[config.mk]
export PLATFORM = sky130hd
export DESIGN_NAME = mem_access_unit
export DESIGN_NICKNAME = d
export VERILOG_FILES = /design/src/rtl/mem_access_unit.sv
export SDC_FILE = /design/constraint.sdc
export NUM_CORES = 1
export LEC_CHECK = 0
export CAP_MARGIN = 10
export CORE_MARGIN = 2
export CORE_UTILIZATION = 42
export CTS_CLUSTER_SIZE = 10
export DETAILED_ROUTE_END_ITERATION = 8
export GPL_ROUTABILITY_DRIVEN = 0
export PLACE_DENSITY = 0.76
export SYNTH_ARGS = -nofsm -noshare
export SYNTH_HDL_FRONTEND = slang
export SYNTH_SLANG_ARGS = --single-unit
export TNS_END_PERCENT = 1
[constraint.sdc]
create_clock -name clk -period 2.4 [get_ports clk]
set_input_delay 0.48 -clock clk [delete_from_list [all_inputs] [get_ports clk]]
set_output_delay 0.48 -clock clk [all_outputs]
set_load 0.02 [all_outputs]
[src/rtl/mem_access_unit.sv]
// -----------------------------------------------------------------------------
// mem_access_unit
//
// Load/store front-end placed directly in front of a word-wide DataMemory in
// the MEM stage. It takes one load or store at a time and drives DataMemory's
// word port:
//   - word loads and stores go straight through (one memory cycle each);
//   - byte/half loads pick the addressed lane out of the read word and
//     sign- or zero-extend it;
//   - byte/half stores are a read-modify-write: read the word, splice the new
//     lane in, write the word back;
//   - misaligned or malformed requests are rejected with an error response and
//     never touch memory.
// Byte order is little-endian: byte lane = addr[1:0], half lane = addr[1].
//
// Ports
//   clk           : single clock, all state changes on the rising edge
//   reset         : synchronous, active-high
//   req_valid     : request present
//   req_ready     : unit idle and able to accept (high only in IDLE)
//   req_is_load   : request is a load
//   req_is_store  : request is a store
//   req_size      : 00 byte, 01 half, 10 word, 11 illegal
//   req_unsigned  : loads only, 1 = zero-extend, 0 = sign-extend
//   req_addr      : byte address
//   req_wdata     : store data, right-justified
//   resp_valid    : one-cycle completion pulse
//   resp_rdata    : extended load data (0 for stores); held until next response
//   resp_error    : qualifies resp_valid, access was misaligned or illegal
//   Mem_read      : DataMemory read enable
//   Mem_write     : DataMemory write enable (commits on the rising edge)
//   Mem_address   : word-aligned byte address to DataMemory
//   Write_data    : full word written to DataMemory
//   Read_Data     : DataMemory read data, combinational from Mem_address
// -----------------------------------------------------------------------------
module mem_access_unit #(
  parameter int ADDR_WIDTH    = 32,
  parameter bit ZERO_ON_ERROR = 1'b1
) (
  input  logic                  clk,
  input  logic                  reset,

  input  logic                  req_valid,
  output logic                  req_ready,
  input  logic                  req_is_load,
  input  logic                  req_is_store,
  input  logic [1:0]            req_size,
  input  logic                  req_unsigned,
  input  logic [ADDR_WIDTH-1:0] req_addr,
  input  logic [31:0]           req_wdata,

  output logic                  resp_valid,
  output logic [31:0]           resp_rdata,
  output logic                  resp_error,

  output logic                  Mem_read,
  output logic                  Mem_write,
  output logic [ADDR_WIDTH-1:0] Mem_address,
  output logic [31:0]           Write_data,
  input  logic [31:0]           Read_Data
);

  // ---------------------------------------------------------------------------
  // Encodings
  // ---------------------------------------------------------------------------
  localparam logic [1:0] SZ_BYTE = 2'b00;
  localparam logic [1:0] SZ_HALF = 2'b01;
  localparam logic [1:0] SZ_WORD = 2'b10;
  localparam logic [1:0] SZ_BAD  = 2'b11;

  typedef enum logic [2:0] {
    IDLE,
    RD,
    RMW_RD,
    RMW_WR,
    WR,
    RESP,
    ERR
  } state_t;

  // ---------------------------------------------------------------------------
  // State and latched request
  // ---------------------------------------------------------------------------
  state_t                  r_state;
  state_t                  w_state_next;

  logic [ADDR_WIDTH-1:0]   r_addr;
  logic [1:0]              r_size;
  logic                    r_unsigned;
  logic [31:0]             r_wdata;
  logic [31:0]             r_rmw_word;   // word read during RMW_RD
  logic [31:0]             r_rdata;      // response data register

  // ---------------------------------------------------------------------------
  // Request decode (evaluated on the live inputs, used only at acceptance)
  // ---------------------------------------------------------------------------
  logic w_accept;
  logic w_req_error;
  logic w_misaligned;

  // A request with neither load nor store set is simply not accepted.
  assign w_accept = req_valid & req_ready & (req_is_load | req_is_store);

  assign w_misaligned = ((req_size == SZ_HALF) & req_addr[0]) |
                        ((req_size == SZ_WORD) & (req_addr[1:0] != 2'b00));

  assign w_req_error = (req_is_load & req_is_store) |
                       (req_size == SZ_BAD) |
                       w_misaligned;

  // ---------------------------------------------------------------------------
  // Load lane extraction: selects the addressed lane of the live read word and
  // extends it according to the latched size/unsigned flags.
  // ---------------------------------------------------------------------------
  logic [7:0]  w_ld_byte;
  logic [15:0] w_ld_half;
  logic [31:0] w_load_data;

  assign w_ld_byte = Read_Data[{r_addr[1:0], 3'b000} +: 8];
  assign w_ld_half = Read_Data[{r_addr[1], 4'b0000} +: 16];

  always_comb begin
    // NOTE: every variable assigned in a combinational block gets a default
    // first, so no path leaves it unassigned and no latch is inferred.
    w_load_data = Read_Data;
    case (r_size)
      SZ_BYTE: w_load_data = {{24{~r_unsigned & w_ld_byte[7]}}, w_ld_byte};
      SZ_HALF: w_load_data = {{16{~r_unsigned & w_ld_half[15]}}, w_ld_half};
      default: w_load_data = Read_Data;
    endcase
  end

  // ---------------------------------------------------------------------------
  // Store merge: splice the new byte/half into the word captured in RMW_RD.
  // ---------------------------------------------------------------------------
  logic [31:0] w_merged;

  always_comb begin
    w_merged = r_rmw_word;
    if (r_size == SZ_BYTE) begin
      w_merged[{r_addr[1:0], 3'b000} +: 8] = r_wdata[7:0];
    end else begin
      w_merged[{r_addr[1], 4'b0000} +: 16] = r_wdata[15:0];
    end
  end

  // ---------------------------------------------------------------------------
  // Next-state logic
  // ---------------------------------------------------------------------------
  always_comb begin
    w_state_next = r_state;
    case (r_state)
      IDLE: begin
        if (w_accept) begin
          if (w_req_error) begin
            w_state_next = ERR;
          end else if (req_is_load) begin
            w_state_next = RD;
          end else if (req_size == SZ_WORD) begin
            w_state_next = WR;
          end else begin
            w_state_next = RMW_RD;
          end
        end
      end
      RD:      w_state_next = RESP;
      RMW_RD:  w_state_next = RMW_WR;
      RMW_WR:  w_state_next = RESP;
      WR:      w_state_next = RESP;
      RESP:    w_state_next = IDLE;
      ERR:     w_state_next = IDLE;
      default: w_state_next = IDLE;
    endcase
  end

  // ---------------------------------------------------------------------------
  // State register and datapath registers
  // ---------------------------------------------------------------------------
  always_ff @(posedge clk) begin
    // NOTE: sequential state uses non-blocking assignments so every register
    // samples pre-edge values regardless of statement order.
    if (reset) begin
      r_state    <= IDLE;
      r_addr     <= '0;
      r_size     <= 2'b00;
      r_unsigned <= 1'b0;
      r_wdata    <= 32'h0;
      r_rmw_word <= 32'h0;
      r_rdata    <= 32'h0;
    end else begin
      r_state <= w_state_next;

      // Request fields are captured once; later input changes are ignored.
      if (w_accept) begin
        r_addr     <= req_addr;
        r_size     <= req_size;
        r_unsigned <= req_unsigned;
        r_wdata    <= req_wdata;
      end

      // Error response data is decided at acceptance, since ERR follows
      // immediately.
      if (w_accept && w_req_error && ZERO_ON_ERROR) begin
        r_rdata <= 32'h0;
      end

      case (r_state)
        RD:         r_rdata    <= w_load_data;
        RMW_RD:     r_rmw_word <= Read_Data;
        RMW_WR, WR: r_rdata    <= 32'h0;  // stores respond with zero data
        default:    ;
      endcase
    end
  end

  // ---------------------------------------------------------------------------
  // Outputs
  // ---------------------------------------------------------------------------
  assign req_ready  = (r_state == IDLE);
  assign resp_valid = (r_state == RESP) | (r_state == ERR);
  assign resp_error = (r_state == ERR);
  assign resp_rdata = r_rdata;

  // Enables are gated by reset so a write can never commit on a reset edge,
  // which keeps a half-finished read-modify-write from touching memory.
  assign Mem_read  = ~reset & ((r_state == RD) | (r_state == RMW_RD));
  assign Mem_write = ~reset & ((r_state == RMW_WR) | (r_state == WR));

  assign Mem_address = {r_addr[ADDR_WIDTH-1:2], 2'b00};

  always_comb begin
    Write_data = 32'h0;
    case (r_state)
      RMW_WR:  Write_data = w_merged;
      WR:      Write_data = r_wdata;
      default: Write_data = 32'h0;
    endcase
  end

endmodule

Word-level counts from Yosys, hierarchy flattened. Cells that the tools add are included.

Flip-flop bits (word level): 134. Input port bits: 104. Output and inout port bits: 101. Logic and storage cells: 63.

Add/sub/neg operators: 2. Equal/unequal tests: 11. Shift operators: 6. Mux-type cells: 12. Bitwise operators: 18. Reduce and logical (&&, ||, !) cells: 7.

Operators by type and width (count): $pmux W32 S2 (3); $bwmux W32 (2); $mux W32 (2); $shift A16 B7 Y32 const A (1); $shift A8 B7 Y32 const A (1); $shiftx A16 B7 Y32 (1); $shiftx A32 B6 Y16 (1); $shiftx A32 B6 Y8 (1); $shiftx A8 B7 Y32 (1); $neg A5 Y7 (2); $mux W3 (4); $and A1 B1 Y1 (9); $eq A3 B3 Y1 const B (3); $pmux W3 S3 (1); $or A1 B1 Y1 (7); $eq A3 B2 Y1 const B (2); $eq A2 B1 Y1 const B (2); $eq A2 B2 Y1 const B (2); $eq A3 B1 Y1 const B (1); $logic_not A3 Y1 (1); $reduce_bool A3 Y1 (1); $reduce_or A3 Y1 (1); $logic_not A2 Y1 (1); $ne A2 B1 Y1 const B (1); 4 further kinds (5).

Logic depth before layout (Yosys ltp).
Word-level depth: 7. Mapped depth: 8. Gate-level depth less buffers: 6.

Worst setup path after synthesis. Ideal clock, no wire load.

Path kind: flip-flop to output port. From: register r_addr[1]. To: output Write_data[10]. Data arrival time: 2.056 ns. Data required time: 1.920 ns. Slack: -0.136 ns. Stages on the path, launching flop included: 9. Buffers on the path: 2. Cells stage by stage: dfxtp_1 -> buf_2 -> inv_1 -> ha_1 -> and3b_1 -> and3_1 -> buf_1 -> a22oi_1 -> o2bb2ai_1.

Longest elaborated chain between the ends: 5. Elaborated cells between the ends (all ways): 10. Those cells by class: 2 x add/sub; 4 x shift; 4 x mux.

RTL lines: from (decl) (RTL line 87) `logic [ADDR_WIDTH-1:0] r_addr;`; from (signal assigned) (RTL line 195) `r_addr <= req_addr;`; $neg A5 Y7 (on tied branches) (RTL line 143, 141); $shiftx A16 B7 Y32 (tied with other cells) (RTL line 143) `w_merged[{r_addr[1], 4'b0000} +: 16] = r_wdata[15:0];`; $bwmux W32 (on tied branches) (RTL line 143, 141); $mux W32 (*) (RTL line 140) `if (r_size == SZ_BYTE) begin`; $pmux W32 S2 (*) (RTL line 233) `case (r_state)`; to (decl) (RTL line 59) `output logic [31:0] Write_data,`.

Every way passes the cells marked *; elsewhere a longest branch is shown, timed or not.

Worst setup path in the final report.
From: register r_addr[0]. To: output Write_data[31].

Longest elaborated chain between the ends: 5. Elaborated cells between the ends (all ways): 6. Those cells by class: 1 x add/sub; 2 x shift; 3 x mux.

RTL lines: $neg A5 Y7 (*) (RTL line 141) `w_merged[{r_addr[1:0], 3'b000} +: 8] = r_wdata[7:0];`; $shiftx A8 B7 Y32 / $shift A8 B7 Y32 (equally long branches) (RTL line 141); $bwmux W32 (*) (RTL line 141); $mux W32 (*) (RTL line 140); $pmux W32 S2 (*) (RTL line 233).

Marked as above.

==> results.cfg <==
[drt]
vias = 6309
route.detailed.drc = 0
wl_per_cell_um = 18.6
drtAntennaViolNets = 0
vias_per_cell = 5.40
drtIter0Drc = 602
drt_pass1_iterations = 5
wl_um = 21700

[floorplan]
die_w_um = 128
die_area_um2 = 16400
fp.dieH_um = 128
initial_utilization = 0.428
ios = 205
num_rows = 45
core_um2 = 15100

[yosys]
synth-seq-cells = 134
synth.largest_area_cell = dfxtp_1
yosysTopAreaCellShare = 0.416
yosys_warnings = 0
seq_area_frac_synth = 0.416
synth_flop_cell = dfxtp_1
synth_area_um2 = 6450
synthArstFlopShare = 0
syn_inst = 778
synthDistinctLibCells = 55
synth_edf_count = 0
avgSynthCellArea_um2 = 8.30
synthTopCellsByArea = dfxtp_1 (42%), nand2_1 (13%), a21oi_1 (8.9%), a22o_1 (4.5%), buf_4 (4.1%)

[cts]
cts_max_level = 4
cts_tree = built
cts.reportedPaths.clkPinSlew_ns = 0.06
cts_buffers = 17
cts_root_buf = clkbuf_16
clkSinkCount = 134
cts_hold_buffers = 0
clock_latency_ns = 0.43
cts_buffer_depth = 2

[sta]
rsz0062_at_grt = yes
setup_slack_ns = -0.139
fmax_mhz = 394
relSlewSlack = 0.631
fin_crit_ns = 2.54
fin_skew_ns = 0.00608
fin_crit_sh = 1.06
setup_viol = 32
tightest_slew_ns = 0.552
finalHoldViolations = 0
final-max-slew-violation-count = 0

[run_status]
violations = negative setup slack
status = finished, violations left

[global_routing]
grt.total_usage = 0.258
grt_pass1_wl_um = 32400
overflow = 0
grt_max_degree = 68
grt_pass1_vias = 5871
antenna_found_initial = 0

[pwr]
irDropWorstVdd_v = 0.000650
leakage_nw = 3.54
power_mw = 9.27
power_density_nw_per_um2 = 984

[placed_design]
numPlacedInstances = 1137
numPortBuffers = 202
hpwlAfterDp_um = 15400

[final_layout]
fin_cells = 1169
regArea_um2 = 2690
syn2layout_area_growth_pct = 45.9
drive_above_1_share = 0.185
nets = 1077
nFillCells = 1284
multi_input_area_um2 = 3360
antenna_cells = 0

[worst_setup_path]
crit_path_end_kind = output pin
cp_data_arrival_time_ns = 2.06
startpoint_type = register
required_ns = 1.92
crit_type = reg2out
path_max_fanout = 8

[hold_path]
holdCritPathClass = reg2reg

[run]
maxCapViolCount = 0
flip-flops by register name, indices dropped and copies added, names as in the netlist:
name,flops
r_rmw_word,32
r_size,2
r_wdata,32
r_addr,32
resp_rdata,32
r_state,3
r_unsigned,1
area by class of cell:
class / count / area share
multi-input cells: 547 / 0.356
flip-flops and latches: 134 / 0.286
repair buffers: 261 / 0.265
clock buffers: 20 / 0.0485
well taps: 188 / 0.0250
clock inverters: 12 / 0.0153
inverters: 7 / 0.00359
stage by stage:
step,hold WS (ns),TNS [ns],util,setup WS [ns],area (um^2)
finish,0.449,-3.06,0.624,-0.139,9420
global route,0.468,-5.09,0.624,-0.202,9420
CTS,0.453,-3.68,0.617,-0.166,9310
detailed placement,0.445,-6.84,0.579,-0.310,8730
global placement,0.441,-6.06,0.579,-0.247,8730
floorplan,0.432,-0.615,-,-0.0800,6520
what timing repair did:
action | CTS | global route
resized for setup | 172 | 33
pin swaps | 11 | 11
setup buffers | 0 | 3
gates cloned | 0 | 0
setup endpoints to repair | 35 | 34
power by group:
group / switching [mW] / leakage, nW / internal (mW) / total (mW)
registers: 0.347 / 1.09 / 2.65 / 3.00
clock network: 1.04 / 0.284 / 1.60 / 2.64
logic: 2.04 / 2.16 / 1.58 / 3.63
total: 3.43 / 3.54 / 5.83 / 9.27
cell usage in the layout (no fill, tap or decap), drive strengths merged, types with 4 or more instances in the layout:
master | netlist | layout
and3 | 10 | 10
a22o | 33 | 33
a221o | 16 | 16
nor2 | 4 | 4
clkdlybuf4s50 | 0 | 165
o2bb2ai | 16 | 16
buf | 63 | 92
inv | 6 | 11
nand2b | 32 | 32
nor2b | 8 | 8
a32o | 8 | 8
o21ai | 14 | 14
dfxtp | 134 | 134
mux2 | 9 | 9
nand2 | 219 | 219
ha | 5 | 5
clkbuf | 28 | 20
a22oi | 9 | 9
mux2i | 15 | 15
a21oi | 116 | 116
synthesized netlist by cell type, drive strengths merged, types with 2 or more instances:
library cell  number
nor3               3
a21oi            116
nor2               4
ha                 5
and3b              2
a22oi              9
nand2b            32
inv                6
nor4               3
nor2b              8
nand4b             2
a211oi             2
nand2            219
nor4b              2
mux2i             15
nor3b              2
a22o              33
and2               3
buf               63
clkbuf            28
o21ai             14
a32o               8
dfxtp            134
and3              10
a221o             16
mux2               9
o2bb2ai           16
cells by family (layout without fill, tap and decap cells):
kind of cell | after synthesis | count (layout) | synth area share
other | 1 | 2 | 0.000581
AOI/OAI and AO/OA | 222 | 222 | 0.238
DFF | 134 | 134 | 0.416
and+or+nand+nor | 293 | 293 | 0.207
buffers and inverters | 98 | 300 | 0.0884
muxes | 24 | 24 | 0.0390
adders and majority gates | 5 | 5 | 0.00969
xor gates and xnor gates | 1 | 1 | 0.00136
critical path, cell delays in order (launching register included):
cell and delay (ns):
dfxtp_4 0.36, inv_4 0.05, ha_4 0.23, buf_6 0.12, nor4_4 0.25, buf_4 0.19
a221o_1 0.15, a22o_1 0.15, buf_6 0.12
per-layer routing:
metal	part of all wire	global-route usage	up-vias
met5	0	0	-
met4	0.029	0.117	0
met3	0.091	0.0730	47
met2	0.46	0.406	281
met1	0.42	0.330	2938
li1	-	-	3043
worst paths after layout:
check	start	endpoint	slack, ns	depth (start not counted)
max	r_addr[0]	Write_data[31]	-0.14	8
max reg2reg	r_addr[1]	resp_rdata[30]	0.27	7
min	r_wdata[16]	r_wdata[16]	0.45	2
min reg2reg	r_wdata[16]	r_wdata[16]	0.45	2
Note: power is estimated with default switching activity, not from simulation.
==> edit, RTL diff (same flow settings) <==
The parameter `ZERO_ON_ERROR` goes from 1'b1 to 1'b0.
--- a/src/rtl/mem_access_unit.sv
+++ b/src/rtl/mem_access_unit.sv
@@ -36,5 +36,5 @@
 module mem_access_unit #(
   parameter int ADDR_WIDTH    = 32,
-  parameter bit ZERO_ON_ERROR = 1'b1
+  parameter bit ZERO_ON_ERROR = 1'b0
 ) (
   input  logic                  clk,
Function: changed (Yosys sat finds a counterexample within 10 cycles, from zero or initial values and one cycle with reset high).
==> edit against the original RTL <==
- the flow still finishes with violations (setup timing)
- maximum frequency fell by 1.1%
- sequential cell count did not move
- synthesized area fell by 3.8%
- critical path depth fell by 1
- total power fell by 1.3%
- design area fell by 3.0%
- setup slack got worse by 0.028 ns
- clock skew rose by 0.00082 ns
- hold slack got worse by 0.032 ns
- via count rose by 1.9%
- cell count fell by 1.2%
- wire length fell by 2.9%
- synthesized cell count fell by 1.2%
- clock power rose by 5%
- critical path type unchanged
- critical endpoint is now Write_data[5]
- highest routed layer unchanged
==> edit: results (changes against the original RTL) <==
Clock Skews=0.00689 ns (+0.000817 ns); Pint=5.88 mW (+0.76%); share of cells above drive strength 1=0.174 (-0.0105); FF-to-FF setup slack=0.22 ns (-0.05 ns); fin cells=1155 (-1.2%); Hold WC Path Type=in2reg; Worst Hold Depth=2 (unchanged); worst reg2reg path depth=6 (-1); TNS Setup=-3.27 ns (-0.207 ns); PnR worst setup slack=-0.167 ns (-0.0278 ns); combinational power=3.41 mW (-6.1%); Final setup viols=32 (unchanged); Adder-Cell Fraction of Synth Area=0.0101 (+0.000379); clock power share=0.304 (+0.019); DR WL/cell=18.2 um (-1.8%); Reg clk slew, reported paths=0.06 ns (about the same); fill cell count=1230 (-4.2%); Leakage=3.45 nW (-2.6%); cell count after synthesis=769 (-1.2%); Syn. warnings=0 (unchanged); first-pass GRT wire length=32800 um (+1.3%); Detailed Place HPWL=14900 um (-3.2%); worst reg2reg path startpoint=r_addr[1]; top cells by area, synth=dfxtp_1, nand2_1, a21oi_1; failing checks=setup timing; DR vias=6431 (+1.9%); Max VDD drop=816 uV (+26%); post-synthesis mux area share=0.0292 (-0.00976); Switching Share=0.357 (-0.0132); hold path start=reset; WHS=0.417 ns (-0.0319 ns); crit path capture=Write_data[5]; post-synthesis xor/xnor area fraction=0.00141 (+0.0000530); Starting DRT DRC Count=511 (-15%); cell total after placement=1123 (-1.2%); top post-synthesis cells by count=nand2_1, dfxtp_1, a21oi_1; worst r2r dst=resp_rdata[20]; Synth Area in Compound Gates=0.266 (+0.0278); vias in the first global route=6199 (+5.6%); total track usage=0.261 (+0.00282); outcome=finished, violations left; Seq/Total Area, Yosys=0.432 (+0.0162); hold endpoint=r_unsigned
==> edit: cell types whose count changed in the layout (fill, tap and decap cells not counted), moves of 8 or more <==
| cell | before | now |
|---|---|---|
| a21oi_1 | 114 | 128 |
| a22o_1 | 33 | 24 |
| a22oi_1 | 3 | 19 |
| a32o_1 | 8 | 0 |
| and3_1 | 9 | 0 |
| buf_4 | 54 | 63 |
| buf_6 | 22 | 12 |
| nand2b_1 | 32 | 0 |
| o21ai_0 | 8 | 23 |
==> edit: timing repair <==
action,CTS,global route
buffers inserted,1,0
endpoints found under the setup margin,35,33
hold buffers,0,0
pin swaps,9,11
endpoints found under the hold margin,0,0
gates resized for setup,171,18
==> edit: through the flow <==
| step | util | setup WS [ns] | instance area (um2) |
|---|---|---|---|
| finish | 0.631 | -0.167 | 9140 |
| global route | 0.631 | -0.224 | 9140 |
| CTS | 0.627 | -0.190 | 9080 |
| detailed placement | 0.583 | -0.391 | 8450 |
| global placement | 0.583 | -0.313 | 8450 |
| floorplan | - | -0.0802 | 6220 |
==> edit: final cells by class <==
type / instances / area share
Clock buffer: 19 / 0.0496
Sequential cell: 134 / 0.294
Clock inverter: 13 / 0.0194
Timing Repair Buffer: 259 / 0.266
Tap cell: 184 / 0.0252
Multi-Input combinational cell: 534 / 0.341
Inverter: 12 / 0.00493
==> edit: metal layers <==
layer,wire (um),GRT usage,vias to the layer above
met5,0,0,-
met4,827,0.124,0
met3,1450,0.0531,62
met2,9840,0.423,287
met1,8930,0.335,3041
li1,-,-,3041
==> edit: worst max-delay path, stage by stage, from the launching register on <==
cell	delay, ns
dfxtp_2	0.33
buf_4	0.17
o21ba_2	0.21
a31oi_1	0.22
o21ai_2	0.12
buf_12	0.15
a22o_1	0.22
clkdlybuf4s15_2	0.25
